File: config.mk
export PLATFORM = sky130hd
export DESIGN_NAME = pipe_hazard_unit
export DESIGN_NICKNAME = d
export VERILOG_FILES = /design/src/rtl/pipe_hazard_unit_pkg.sv /design/src/rtl/pipe_hazard_unit_fwd_sel.sv /design/src/rtl/pipe_hazard_unit.sv
export SDC_FILE = /design/constraint.sdc
export NUM_CORES = 1
export LEC_CHECK = 0
export ABC_CLOCK_PERIOD_IN_PS = 5800
export BUFFER_PORTS_ARGS = -buffer_cell sky130_fd_sc_hd__buf_2
export CAP_MARGIN = 5
export CORE_ASPECT_RATIO = 2
export CORE_UTILIZATION = 35
export DETAILED_ROUTE_END_ITERATION = 6
export PLACE_DENSITY_LB_ADDON = 0.08
export SYNTH_ARGS = -nofsm -noshare
export SYNTH_HDL_FRONTEND = slang
export SYNTH_SLANG_ARGS = --single-unit
File: constraint.sdc
create_clock -name clk -period 5.8 [get_ports clk]
set_clock_uncertainty 0.1 [all_clocks]
set_input_delay 1.45 -clock clk [delete_from_list [all_inputs] [get_ports clk]]
set_output_delay 1.45 -clock clk [all_outputs]
set_load 0.05 [all_outputs]
File: src/rtl/pipe_hazard_unit_pkg.sv
// Shared encodings for the pipeline hazard unit: FSM states, forwarding selects,
// and the stage-control bundle driven toward the pipeline registers.
package pipe_hazard_unit_pkg;

    localparam int unsigned FWD_W = 2;

    // Operand source select for the EXE-stage ALU inputs
    typedef enum logic [FWD_W-1:0] {
        FWD_RF  = 2'd0,
        FWD_MEM = 2'd1,
        FWD_WB  = 2'd2
    } fwd_sel_t;

    // Memory-handshake controller states
    typedef enum logic [1:0] {
        ST_RUN      = 2'd0,
        ST_MEM_WAIT = 2'd1,
        ST_ERR      = 2'd2
    } hz_state_t;

    // Per-cycle stage register enables and bubble injections
    typedef struct packed {
        logic if_en;
        logic id_en;
        logic exe_en;
        logic mem_en;
        logic wb_en;
        logic id_flush;
        logic exe_flush;
    } stage_ctrl_t;

    // Whole pipeline frozen, nothing flushed
    localparam stage_ctrl_t CTRL_HOLD = '{
        if_en: 1'b0, id_en: 1'b0, exe_en: 1'b0, mem_en: 1'b0, wb_en: 1'b0,
        id_flush: 1'b0, exe_flush: 1'b0
    };

    // Pipeline flowing freely
    localparam stage_ctrl_t CTRL_RUN = '{
        if_en: 1'b1, id_en: 1'b1, exe_en: 1'b1, mem_en: 1'b1, wb_en: 1'b1,
        id_flush: 1'b0, exe_flush: 1'b0
    };

endpackage

File: src/rtl/pipe_hazard_unit_fwd_sel.sv
// fwd_sel: single-operand forwarding comparator. MEM result wins over WB result;
// loads in MEM cannot forward (data not yet back), register 0 never forwards.
module pipe_hazard_unit_fwd_sel
    import pipe_hazard_unit_pkg::*;
#(
    parameter int unsigned AW = 5
) (
    input  logic [AW-1:0] i_src,
    input  logic [AW-1:0] i_mem_wdst,
    input  logic          i_mem_wen,
    input  logic          i_mem_is_load,
    input  logic [AW-1:0] i_wb_wdst,
    input  logic          i_wb_wen,
    output fwd_sel_t      o_sel
);

    logic w_mem_hit;
    logic w_wb_hit;

    assign w_mem_hit = i_mem_wen && (i_mem_wdst != '0) && (i_mem_wdst == i_src) && !i_mem_is_load;
    assign w_wb_hit  = i_wb_wen && (i_wb_wdst != '0) && (i_wb_wdst == i_src);

    // Priority select: youngest producer first
    always_comb begin
        o_sel = FWD_RF;
        if (w_mem_hit) begin
            o_sel = FWD_MEM;
        end else if (w_wb_hit) begin
            o_sel = FWD_WB;
        end
    end

endmodule

File: src/rtl/pipe_hazard_unit.sv
// Five-stage pipeline hazard unit: operand forwarding, load-use and branch-operand
// stalls, branch flushes, and a data-memory wait/timeout controller.
module pipe_hazard_unit
    import pipe_hazard_unit_pkg::*;
#(
    parameter int unsigned AW       = 5,
    parameter int unsigned BR_STAGE = 1,
    parameter int unsigned MEM_TO   = 0,
    parameter int unsigned CW       = 16
) (
    input  logic          clk,
    input  logic          rst_n,
    input  logic [AW-1:0] i_id_rs,
    input  logic [AW-1:0] i_id_rt,
    input  logic          i_id_rs_use,
    input  logic          i_id_rt_use,
    input  logic [AW-1:0] i_exe_rs,
    input  logic [AW-1:0] i_exe_rt,
    input  logic [AW-1:0] i_exe_wdst,
    input  logic [AW-1:0] i_mem_wdst,
    input  logic [AW-1:0] i_wb_wdst,
    input  logic          i_exe_wen,
    input  logic          i_mem_wen,
    input  logic          i_wb_wen,
    input  logic          i_exe_is_load,
    input  logic          i_mem_is_load,
    input  logic          i_id_is_branch,
    input  logic          i_branch_taken,
    input  logic          i_dmem_req,
    input  logic          i_dmem_ack,
    output logic          o_if_en,
    output logic          o_id_en,
    output logic          o_exe_en,
    output logic          o_mem_en,
    output logic          o_wb_en,
    output logic          o_id_flush,
    output logic          o_exe_flush,
    output logic [1:0]    o_fwd_a,
    output logic [1:0]    o_fwd_b,
    output logic          o_mem_err,
    output logic [CW-1:0] o_stall_cnt
);

    // Timer wide enough to hold MEM_TO; one bit when the timeout is disabled
    localparam int unsigned TW = (MEM_TO > 0) ? $clog2(MEM_TO + 1) : 1;

    hz_state_t     r_state;
    logic [TW-1:0] r_timer;
    logic [CW-1:0] r_stall_cnt;
    logic          r_mem_err;
    logic          r_live;

    fwd_sel_t      w_fwd_a;
    fwd_sel_t      w_fwd_b;
    logic          w_exe_hit;
    logic          w_mem_hit;
    logic          w_ld_use;
    logic          w_br_haz;
    logic          w_mem_stall;
    stage_ctrl_t   w_ctrl;

    pipe_hazard_unit_fwd_sel #(.AW(AW)) u_fwd_sel_a (
        .i_src         (i_exe_rs),
        .i_mem_wdst    (i_mem_wdst),
        .i_mem_wen     (i_mem_wen),
        .i_mem_is_load (i_mem_is_load),
        .i_wb_wdst     (i_wb_wdst),
        .i_wb_wen      (i_wb_wen),
        .o_sel         (w_fwd_a)
    );

    pipe_hazard_unit_fwd_sel #(.AW(AW)) u_fwd_sel_b (
        .i_src         (i_exe_rt),
        .i_mem_wdst    (i_mem_wdst),
        .i_mem_wen     (i_mem_wen),
        .i_mem_is_load (i_mem_is_load),
        .i_wb_wdst     (i_wb_wdst),
        .i_wb_wen      (i_wb_wen),
        .o_sel         (w_fwd_b)
    );

    // A nonzero destination in EXE/MEM that the ID instruction actually reads
    assign w_exe_hit = (i_exe_wdst != '0) &&
                       ((i_id_rs_use && (i_id_rs == i_exe_wdst)) ||
                        (i_id_rt_use && (i_id_rt == i_exe_wdst)));
    assign w_mem_hit = (i_mem_wdst != '0) &&
                       ((i_id_rs_use && (i_id_rs == i_mem_wdst)) ||
                        (i_id_rt_use && (i_id_rt == i_mem_wdst)));

    assign w_ld_use = i_exe_is_load && i_exe_wen && w_exe_hit;

    // ID-resolved branches compare operands in ID, so they also wait on ALU results in EXE
    // and on loads still in MEM
    assign w_br_haz = (BR_STAGE == 1) && i_id_is_branch &&
                      ((i_exe_wen && w_exe_hit) || (i_mem_is_load && i_mem_wen && w_mem_hit));

    // Memory not done this cycle: either still waiting, or a fresh request without ack
    assign w_mem_stall = (r_state == ST_MEM_WAIT) ? !i_dmem_ack
                                                  : (i_dmem_req && !i_dmem_ack);

    // Stage-control priority: error/reset > memory stall > EXE branch flush > hazard stall > ID branch flush
    always_comb begin
        w_ctrl = CTRL_HOLD;
        if (!r_live || (r_state == ST_ERR) || w_mem_stall) begin
            w_ctrl = CTRL_HOLD;
        end else if ((BR_STAGE == 2) && i_branch_taken) begin
            w_ctrl           = CTRL_RUN;
            w_ctrl.id_flush  = 1'b1;
            w_ctrl.exe_flush = 1'b1;
        end else if (w_ld_use || w_br_haz) begin
            w_ctrl           = CTRL_RUN;
            w_ctrl.if_en     = 1'b0;
            w_ctrl.id_en     = 1'b0;
            w_ctrl.exe_flush = 1'b1;
        end else if ((BR_STAGE == 1) && i_branch_taken) begin
            w_ctrl          = CTRL_RUN;
            w_ctrl.id_flush = 1'b1;
        end else begin
            w_ctrl = CTRL_RUN;
        end
    end

    // Memory-wait FSM, timeout timer, sticky error and saturating stall counter
    always_ff @(posedge clk or negedge rst_n) begin
        if (!rst_n) begin
            r_state     <= ST_RUN;
            r_timer     <= '0;
            r_stall_cnt <= '0;
            r_mem_err   <= 1'b0;
            r_live      <= 1'b0;
        end else begin
            r_live <= 1'b1;
            case (r_state)
                ST_RUN: begin
                    if (i_dmem_req && !i_dmem_ack) begin
                        r_state <= ST_MEM_WAIT;
                        r_timer <= '0;
                    end
                end
                ST_MEM_WAIT: begin
                    if (i_dmem_ack) begin
                        r_state <= ST_RUN;
                        r_timer <= '0;
                    end else if (MEM_TO != 0) begin
                        if (r_timer == TW'(MEM_TO - 1)) begin
                            r_state   <= ST_ERR;
                            r_mem_err <= 1'b1;
                        end
                        r_timer <= r_timer + TW'(1);
                    end
                end
                ST_ERR: begin
                    r_mem_err <= 1'b1;
                end
                default: begin
                    r_state <= ST_RUN;
                end
            endcase
            if (r_live && (r_state != ST_ERR) && !w_ctrl.if_en && (r_stall_cnt != '1)) begin
                r_stall_cnt <= r_stall_cnt + CW'(1);
            end
        end
    end

    assign o_if_en     = w_ctrl.if_en;
    assign o_id_en     = w_ctrl.id_en;
    assign o_exe_en    = w_ctrl.exe_en;
    assign o_mem_en    = w_ctrl.mem_en;
    assign o_wb_en     = w_ctrl.wb_en;
    assign o_id_flush  = w_ctrl.id_flush;
    assign o_exe_flush = w_ctrl.exe_flush;
    assign o_fwd_a     = r_live ? w_fwd_a : FWD_RF;
    assign o_fwd_b     = r_live ? w_fwd_b : FWD_RF;
    assign o_mem_err   = r_mem_err;
    assign o_stall_cnt = r_stall_cnt;

endmodule

==> impl_metrics.py <==
metrics = {
    "die": {
        "die_w_microns": 49.0,
        "core_sq_um": 4170,
        "io_pins": 76,
        "die_area_sq_um": 4700,
        "die_y_microns": 95.9,
        "start_util_pct": 37.0,
        "placementRows": 33,
    },
    "cells_and_area": {
        "syn_to_final_growth_pct": 26.7,
        "utilization_pct": 46.9,
        "multi_input_area_sq_um": 1000,
        "n_antenna_cell": 0,
        "fin_cells": 286,
        "nNetsFinal": 285,
        "drive_gt1_share_pct": 40.2,
        "regArea_sq_um": 450,
        "n_fill_cell": 447,
    },
    "global_route": {
        "grt_overflow_total": 0,
        "grt_max_degree": 19,
        "grt_pass1_vias": 1485,
        "antenna_found_initial": 0,
        "grt_pass1_wl_microns": 6670,
        "grt_usage_pct": 19.1,
    },
    "clocking": {
        "root_buffer": "clkbuf_8",
        "htreeDepth": 1,
        "numCtsBuffers": 3,
        "cts_num_sinks": 18,
        "cts_tree": "yes",
        "ctsResizeCount": 0,
        "cts_max_path_buffers": 2,
        "clk_pin_slew_ps": 70,
        "postCtsHoldBufs": 0,
        "cts_setup_buffers": 0,
        "clock_latency_ps": 250,
    },
    "yosys": {
        "yosys.cell_types.count": 34,
        "syn_area_sq_um": 1540,
        "yosysSeqAreaShare_pct": 29.2,
        "netlist_instances": 166,
        "syn_area_per_cell_sq_um": 9.30,
        "ys_ff_latch": 18,
        "syn_nets": 215,
        "yosys_warnings": 0,
    },
    "routing": {
        "wire_per_inst_microns": 15.3,
        "met2_wirelength_microns": 2640,
        "remaining_drc_errors": 0,
        "initialDrtViolationCount": 26,
        "wl_met3_microns": 169,
        "firstDrtPassIters": 4,
        "wl_microns": 4370,
        "wl_met1_microns": 1430,
        "vias": 1444,
        "ant_nets": 0,
        "drt-vias-per-instance": 5.05,
        "topRoutingLayerUsed": "met4",
    },
    "sta": {
        "drv_slew": 0,
        "finalSetupViolations": 0,
        "finalSetupTns_ps": 0,
        "fin_hold_ws_ps": 386,
        "period_minus_slack_ps": 4700,
        "hold_violations": 0,
        "timing.fmax_mhz": 213,
        "period_share_pct": 81.0,
        "max_slew_margin_pct": 61.3,
        "rsz0062_at_grt": "no",
        "tightest_slew_ps": 574,
    },
    "power_and_ir_drop": {
        "p_per_area_nw_per_um2": 305,
        "power_leakage_nw": 0.822,
        "irDropWorstVdd_v": 0.000319,
    },
    "place": {
        "port_buffers": 74,
        "place.gp.congestion": 0.834,
        "post-dp-hpwl_microns": 3660,
        "dp.cells": 283,
    },
    "worst_setup_path": {
        "r2r_start": "o_stall_cnt[0]",
        "start_kind": "input pin",
        "setup.worst_path.start": "i_mem_wdst[1]",
        "crit_type": "in -> out",
        "arrival_ps": 3150,
        "required_ps": 4250,
        "cp-end-kind": "output port",
        "cp_max_fo": 5,
        "ff2ff_setup_slack_ps": 3590,
    },
    "worst_hold_path": {
        "min_from": "r_state[0]",
        "min_path_type": "reg -> reg",
    },
    "run_status": {
        "status": "finished, final reports clean",
    },
    "run": {
        "cap_viol_max_count": 0,
    },
}
[flip-flops by register name, summed over array words and instances (netlist names)]
signal       count
r_live           1
o_stall_cnt     16
r_state          1
[Yosys cell counts (all sizes together)]
cell    count  area share (%)
xnor2      33              19
xor2       21              12
dfrtp      18              29
nand2      12             2.9
nor3       12             6.2
buf         9             4.4
nand3       9             2.9
nand4       8             3.2
nor2        7             2.0
nor4        6             2.4
o21ai       4             2.0
and2        3             1.2
inv         3            0.73
or4         3             1.7
and3        2            0.81
clkbuf      2            0.73
conb        2            0.49
mux2        2             1.9
nor3b       2             1.3
o22ai       2            0.81
a21oi       1            0.32
a221oi      1             1.7
a22oi       1            0.49
ha          1            0.81
nor4b       1            0.57
o211ai      1            0.49
[worst max-delay path, cell delays in order]
cell and delay (ps):
buf_2 140, or4_4 550, o21ai_4 180, nor2_2 80
a221oi_4 320, and2_1 170, buf_2 250
[worst paths after layout]
path | endpoint | depth (start not counted)
max in group asynchronous | r_live | 1
min | r_state[0] | 2
max reg2reg | o_stall_cnt[1] | 8
max | o_id_flush | 7
min in group asynchronous | o_stall_cnt[13] | 1
min reg2reg | r_state[0] | 2
[logic make-up after synthesis]
kind of cell / count (synthesis) / share of synthesized area, %
other cells: 2 / 0.486
fa+ha+maj: 1 / 0.810
compound gates: 10 / 5.83
simple gates: 65 / 25.3
flops: 18 / 29.2
buf+inv: 14 / 5.83
mux: 2 / 1.94
xor+xnor: 54 / 30.6
[metal layers]
metal / vias to the layer above / track usage, %
met5: - / 0
met4: 0 / 9.31
met3: 11 / 2.21
met2: 52 / 41.3
met1: 678 / 16.2
li1: 703 / -
[layout by cell type, fill, tap and decap left out, drive strengths merged]
cell type  Yosys  final
mux2           2      2
nor3          12     12
nand2         12     12
a221oi         1      1
a22oi          1      1
nand3          9      9
o22ai          2      2
or4            3      3
and3           2      2
xnor2         33     33
conb           2      2
nor3b          2      2
buf            9     76
clkbuf         2      3
nor4           6      6
o211ai         1      1
o21ai          4      4
inv            3      3
a21oi          1      1
xor2          21     21
nor4b          1      1
ha             1      1
nand4          8      8
nor2           7      7
dfrtp         18     18
and2           3      3
[per-stage QoR]
step | area [sq um] | power (W) | setup WS (ps)
after floorplan | 1540 | 0.000427 | 342
after global placement | 1920 | 0.000513 | 1120
after detailed placement | 1920 | 0.000514 | 1090
after CTS | 1960 | 0.000603 | 1090
after global routing | 1960 | 0.000624 | 1050
final | 1960 | 0.000598 | 1100
[power by group]
group	total, W	leakage, nW	internal [W]	switching, W
combinational	0.000308	0.605	0.0000939	0.000214
sequential	0.000202	0.195	0.000160	0.0000418
clock	0.0000880	0.0216	0.0000462	0.0000419
total	0.000598	0.822	0.000300	0.000298
[area by class of cell]
cell class / instances / area share, %
Clock buffer: 3 / 2.11
Inverter: 3 / 0.575
Multi-Input combinational cell: 134 / 51.3
Sequential cell: 18 / 23.0
Tap cell: 52 / 3.32
Timing Repair Buffer: 76 / 19.7
(Power assumes the default switching activity.)
